### src/rtl/slot_pkg.sv
// Shared types and default constants for the slot machine controller.
// Holds the reel symbol width, the FSM state type and the default pay table.
package slot_pkg;

   localparam int SYM_W = 4;

   typedef enum logic [2:0] {
      IDLE,
      SPIN,
      STOP,
      SETTLE,
      EVAL
   } state_t;

   localparam int DEF_BET         = 1;
   localparam int DEF_PAIR_PAY    = 2;
   localparam int DEF_TRIPLE_PAY  = 10;
   localparam int DEF_JACKPOT_SYM = 7;
   localparam int DEF_JACKPOT_PAY = 50;

endpackage

### src/rtl/slot_payout_eval.sv
// Combinational scorer: settled reel symbols -> payout and jackpot flag.
// Ports: reel_val (reel k in bits [4k+3:4k]), pay, is_jackpot.
module slot_payout_eval
   import slot_pkg::*;
#(
   parameter int NUM_REELS   = 3,
   parameter int CREDIT_W    = 8,
   parameter int PAIR_PAY    = DEF_PAIR_PAY,
   parameter int TRIPLE_PAY  = DEF_TRIPLE_PAY,
   parameter int JACKPOT_SYM = DEF_JACKPOT_SYM,
   parameter int JACKPOT_PAY = DEF_JACKPOT_PAY
) (
   input  logic [SYM_W*NUM_REELS-1:0] reel_val,
   output logic [CREDIT_W-1:0]        pay,
   output logic                       is_jackpot
);

   localparam logic [SYM_W-1:0]    JP_SYM = SYM_W'(JACKPOT_SYM);
   localparam logic [CREDIT_W-1:0] PAY_P  = CREDIT_W'(PAIR_PAY);
   localparam logic [CREDIT_W-1:0] PAY_T  = CREDIT_W'(TRIPLE_PAY);
   localparam logic [CREDIT_W-1:0] PAY_J  = CREDIT_W'(JACKPOT_PAY);

   logic all_eq;
   logic any_pair;

   always_comb begin
      all_eq   = 1'b1;
      any_pair = 1'b0;
      for (int i = 1; i < NUM_REELS; i++) begin
         if (reel_val[i*SYM_W +: SYM_W] != reel_val[0 +: SYM_W])
            all_eq = 1'b0;
      end
      for (int i = 0; i < NUM_REELS - 1; i++) begin
         for (int j = i + 1; j < NUM_REELS; j++) begin
            if (reel_val[i*SYM_W +: SYM_W] == reel_val[j*SYM_W +: SYM_W])
               any_pair = 1'b1;
         end
      end
   end

   // First matching rule wins, so the order of this chain matters.
   always_comb begin
      is_jackpot = all_eq && (reel_val[0 +: SYM_W] == JP_SYM);
      if (is_jackpot)
         pay = PAY_J;
      else if (all_eq)
         pay = PAY_T;
      else if (any_pair)
         pay = PAY_P;
      else
         pay = '0;
   end

endmodule

### src/rtl/slot_spin_ctrl.sv
// Slot game controller: spins and stops reels in order, scores, keeps credits.
// Ports: clk, rst (async high), tick, start, reel_val -> running, busy,
//        credits, payout, win, jackpot (all outputs registered).
module slot_spin_ctrl
   import slot_pkg::*;
#(
   parameter int NUM_REELS     = 3,
   parameter int SPIN_MIN      = 16,
   parameter int STOP_GAP      = 8,
   parameter int CREDIT_W      = 8,
   parameter int START_CREDITS = 10,
   parameter int BET           = DEF_BET,
   parameter int PAIR_PAY      = DEF_PAIR_PAY,
   parameter int TRIPLE_PAY    = DEF_TRIPLE_PAY,
   parameter int JACKPOT_SYM   = DEF_JACKPOT_SYM,
   parameter int JACKPOT_PAY   = DEF_JACKPOT_PAY
) (
   input  logic                       clk,
   input  logic                       rst,
   input  logic                       tick,
   input  logic                       start,
   input  logic [SYM_W*NUM_REELS-1:0] reel_val,
   output logic [NUM_REELS-1:0]       running,
   output logic                       busy,
   output logic [CREDIT_W-1:0]        credits,
   output logic [CREDIT_W-1:0]        payout,
   output logic                       win,
   output logic                       jackpot
);

   localparam int CNT_MAX = (SPIN_MIN > STOP_GAP) ? SPIN_MIN : STOP_GAP;
   localparam int CNT_W   = $clog2(CNT_MAX + 1);
   localparam int IDX_W   = $clog2(NUM_REELS + 1);

   localparam logic [CNT_W-1:0]    CNT_SPIN = CNT_W'(SPIN_MIN);
   localparam logic [CNT_W-1:0]    CNT_GAP  = CNT_W'(STOP_GAP);
   localparam logic [CNT_W-1:0]    CNT_ONE  = CNT_W'(1);
   localparam logic [IDX_W-1:0]    IDX_ONE  = IDX_W'(1);
   localparam logic [IDX_W-1:0]    IDX_LAST = IDX_W'(NUM_REELS - 1);
   localparam logic [CREDIT_W-1:0] BET_C    = CREDIT_W'(BET);
   localparam logic [CREDIT_W-1:0] START_C  = CREDIT_W'(START_CREDITS);
   localparam logic [CREDIT_W-1:0] CRED_MAX = '1;

   state_t              state;
   logic [CNT_W-1:0]    cnt;
   logic [IDX_W-1:0]    idx;
   logic [CREDIT_W-1:0] pay;
   logic                is_jp;
   logic [CREDIT_W:0]   sum;

   slot_payout_eval #(
      .NUM_REELS   (NUM_REELS),
      .CREDIT_W    (CREDIT_W),
      .PAIR_PAY    (PAIR_PAY),
      .TRIPLE_PAY  (TRIPLE_PAY),
      .JACKPOT_SYM (JACKPOT_SYM),
      .JACKPOT_PAY (JACKPOT_PAY)
   ) u_eval (
      .reel_val   (reel_val),
      .pay        (pay),
      .is_jackpot (is_jp)
   );

   // One spare bit catches the carry so the balance clips instead of wrapping.
   assign sum = {1'b0, credits} + {1'b0, pay};

   always_ff @(posedge clk or posedge rst) begin
      if (rst) begin
         state   <= IDLE;
         cnt     <= '0;
         idx     <= '0;
         running <= '0;
         busy    <= 1'b0;
         credits <= START_C;
         payout  <= '0;
         win     <= 1'b0;
         jackpot <= 1'b0;
      end else begin
         unique case (state)
            IDLE: begin
               if (start && credits >= BET_C) begin
                  credits <= credits - BET_C;
                  running <= '1;
                  busy    <= 1'b1;
                  payout  <= '0;
                  win     <= 1'b0;
                  jackpot <= 1'b0;
                  cnt     <= CNT_SPIN;
                  state   <= SPIN;
               end
            end
            SPIN: begin
               if (tick) begin
                  if (cnt == CNT_ONE) begin
                     running[0] <= 1'b0;
                     idx        <= IDX_ONE;
                     cnt        <= CNT_GAP;
                     state      <= STOP;
                  end else begin
                     cnt <= cnt - CNT_ONE;
                  end
               end
            end
            STOP: begin
               if (tick) begin
                  if (cnt == CNT_ONE) begin
                     for (int k = 1; k < NUM_REELS; k++) begin
                        if (idx == IDX_W'(k))
                           running[k] <= 1'b0;
                     end
                     idx <= idx + IDX_ONE;
                     if (idx == IDX_LAST)
                        state <= SETTLE;
                     else
                        cnt <= CNT_GAP;
                  end else begin
                     cnt <= cnt - CNT_ONE;
                  end
               end
            end
            // Last reel gets one full tick to land before it is sampled.
            SETTLE: begin
               if (tick)
                  state <= EVAL;
            end
            EVAL: begin
               payout  <= pay;
               win     <= (pay != '0);
               jackpot <= is_jp;
               credits <= sum[CREDIT_W] ? CRED_MAX : sum[CREDIT_W-1:0];
               busy    <= 1'b0;
               state   <= IDLE;
            end
            default: state <= IDLE;
         endcase
      end
   end

endmodule
### config.mk
export PLATFORM = sky130hd
export DESIGN_NAME = slot_spin_ctrl
export DESIGN_NICKNAME = d
export VERILOG_FILES = /design/src/rtl/slot_pkg.sv /design/src/rtl/slot_payout_eval.sv /design/src/rtl/slot_spin_ctrl.sv
export SDC_FILE = /design/constraint.sdc
export NUM_CORES = 1
export LEC_CHECK = 0
export ABC_AREA = 1
export CORE_MARGIN = 3
export CORE_UTILIZATION = 53
export DETAILED_ROUTE_END_ITERATION = 10
export PLACE_DENSITY = 0.85
export REMOVE_ABC_BUFFERS = 1
export SYNTH_ARGS = -nofsm -noshare
export SYNTH_HDL_FRONTEND = slang
export SYNTH_SLANG_ARGS = --single-unit
### constraint.sdc
create_clock -name clk -period 2.1 [get_ports clk]
set_input_delay 0.42 -clock clk [delete_from_list [all_inputs] [get_ports clk]]
set_output_delay 0.42 -clock clk [all_outputs]
set_load 0.01 [all_outputs]
==> impl_metrics.yaml <==
outcome:
  status: "finished, final reports clean"
critical_path:
  cp_slowest_cell: "ha_4"
  rr_endpoint: "credits[7]"
  cp.buffers_inverters: 4
  cp.depth: 15
  required_ps: 2260
  critical_path.cell_chain: "buf_6 -> xnor2_2 -> nand4_1 -> nor2_2 -> inv_2 -> nor2_4 -> ha_4 -> a21oi_2 -> inv_1 -> nand2_2 -> nand2_1 -> inv_1 -> nor2_2 -> a21oi_2 -> o21ai_1"
  cp.arrival_ps: 2210
  r2r_slack_ps: 220
  reg2reg_depth: 11
  cp-end-kind: "flip-flop"
  crit_fanout: 3
  crit-reg2reg-launch: "credits[0]"
  start_kind: "input pin"
  worstSetupPathType: "in2reg"
  cp_top_family: "simple AND/OR/NAND/NOR gates"
  cpPeakStageDelay_ps: 230
synth:
  synth_area_leaders: "dfrtp_1 29%, nand2_1 14%, ha_1 6.7%"
  syn_area_sq_um: 2050
  yosys.area.top_type: "dfrtp_1"
  ys_types: 32
  synth_edf_count: 0
  syn_inst: 285
  yosysTopAreaCellShare_pct: 29.3
  avgSynthCellArea_sq_um: 7.19
  async_flop_share_pct: 100
  synth_seq_area_share_pct: 31.9
  dominantRegCellSynth: "dfrtp_1"
  ys_warn_count: 0
  ys_seq_elements: 26
min_path:
  hold_end: "cnt[2]"
  min_from: "cnt[2]"
  hold_depth: 2
  min_path_type: "reg2reg"
timing:
  maxSlewViolCount: 0
  min_period_ps: 2050
  slew_headroom_pct: 66.3
  setup_tns_ps: 0
  fin_skew_ps: 7.21
  tightest_slew_ps: 504
  finalCritPeriodShare_pct: 97.7
  holdWs_ps: 480
  timing.final.hold_violations: 0
  timing.fmax_mhz: 487
  setup_violations: 0
grt:
  antenna_found_initial: 0
  grt_pass1_wl_mm: 9.17
  track_usage_pct: 26.1
  grt-ovfl-total: 0
  grt_max_degree: 27
  first_global_vias: 2086
cells_and_area:
  utilization_pct: 78.6
  fin_area_sq_um: 2770
  diodes: 0
  drive_gt1_share_pct: 29.8
  syn2layout_area_growth_pct: 35.1
  fill_cells: 237
  fin_nets: 370
floorplan:
  start_util_pct: 58.2
  core-area_sq_um: 3520
  fp.dieArea_sq_um: 4650
  die_y_um: 68.2
  die_w_um: 68.2
  io_pins: 38
  placementRows: 21
placement:
  place_area_sq_um: 2510
  place_hpwl_mm: 3.53
  gp_congestion: 0.871
  io_buffers: 33
cts:
  htreeDepth: 1
  clk_latency_ps: 280
  cts_root_buffer: "clkbuf_8"
  clockBufferDepth: 2
  path_clk_slew_ps: 90
  cts_hold_buffers: 0
  cts_tree: "yes"
  clock_sinks: 26
  cts_buffers: 3
pwr:
  power_leakage_nw: 1.41
  power_mw: 3.35
  power_density_nw_per_um2: 1210
  max-vdd-ir-drop_mv: 0.892
routing:
  routed_wl_mm: 5.75
  drt.antenna.violating_nets: 0
  drt_first_pass_iters: 5
  wl_per_cell_um: 14.8
  dr.first_iter.drc_count: 154
  num_vias: 2171
  route.detailed.drc: 0
  vias_per_cell: 5.60
run:
  maxCapViolCount: 0
[final cells by class]
class | count | area [sq um] | area share, %
multi-input cells | 217 | 1360 | 49.2
flip-flops and latches | 26 | 653 | 23.6
repair buffers | 59 | 483 | 17.5
inverters | 36 | 140 | 5.07
well taps | 46 | 57.6 | 2.08
clock buffers | 3 | 41.3 | 1.49
clock inverters | 1 | 30.0 | 1.09
[logic make-up after synthesis]
logic type	synth area share (%)
and+or+nand+nor	36.7
buffers and inverters	10.4
AOI/OAI and AO/OA	7.27
DFF	31.9
xor gates and xnor gates	6.84
adders and majority gates	6.72
other	0.183
[cells in the final DEF, fill, tap and decap left out, drive strengths merged]
cell type / count
nand2: 84
inv: 36
buf: 31
nor2: 30
nand3: 28
dfrtp: 24
clkdlybuf4s50: 21
o21ai: 19
xnor2: 14
ha: 11
nand4: 10
clkbuf: 10
a21oi: 7
conb: 4
or2: 4
xor2: 2
dfstp: 2
nor3: 2
and3: 1
and2: 1
bufinv: 1
[repair_timing]
item / 4_1_cts / 5_1_grt
gates resized for setup: 39 / 48
setup endpoints to repair: 8 / 8
pin swaps: 18 / 24
buffers inserted: 8 / 0
[registers in the layout (all words and copies together) (netlist names)]
name     count
busy         1
credits      8
payout       2
win          1
jackpot      1
running      3
state        3
cnt          5
idx          2
[how the worst max path moves through the flow]
stage,slack [ps],start,endpoint
global route,-50,reel_val[2],credits[0]
CTS,0.8,reel_val[2],credits[7]
floorplan,0.2,reel_val[0],credits[5]
global placement,-650,reel_val[0],credits[5]
finish,50,reel_val[2],credits[0]
detailed placement,-770,reel_val[1],credits[5]
[metrics by stage]
step,instances,worst slack [ps]
floorplan,279,0.205
global placement,376,-653
detailed placement,376,-767
CTS,388,0.838
global route,388,-45.5
finish,388,48.2
[cells in the mapped netlist (2+ instances only)]
cell type  count
nand2_1       79
inv_1         30
nor2_1        26
nand3_1       25
dfrtp_1       24
o21ai_0       14
xnor2_1       14
ha_1          11
nand4_1       10
a21oi_1        6
buf_4          6
inv_2          4
nand2_2        4
or2_2          4
nor2_2         3
o21ai_1        3
buf_6          2
dfstp_2        2
inv_4          2
nand3_4        2
o21ai_2        2
xor2_1         2
[metal layers]
layer | vias to the layer above | share of wire [%] | global-route usage, %
met4 | 0 | 5.7 | 10.9
met5 | - | 0 | 0
met2 | 119 | 46 | 43.7
li1 | 1019 | - | -
met3 | 41 | 7.3 | 5.42
met1 | 992 | 41 | 32.5
[worst register-to-register path, delay by kind of cell (launching register included)]
family / cells / cell delay [ps]
flip-flops: 1 / 470
adder cells (fa/ha/maj): 1 / 170
AND/OR/NAND/NOR: 7 / 840
buffers and inverters: 3 / 300
[power by group]
group          internal (mW)  total, mW  switching (mW)  leakage [nW]
registers              0.712      0.974           0.262         0.323
clock network          0.255      0.418           0.163        0.0357
logic                  0.808       1.95            1.14          1.05
No activity file was read; power rests on OpenSTA's default activity.
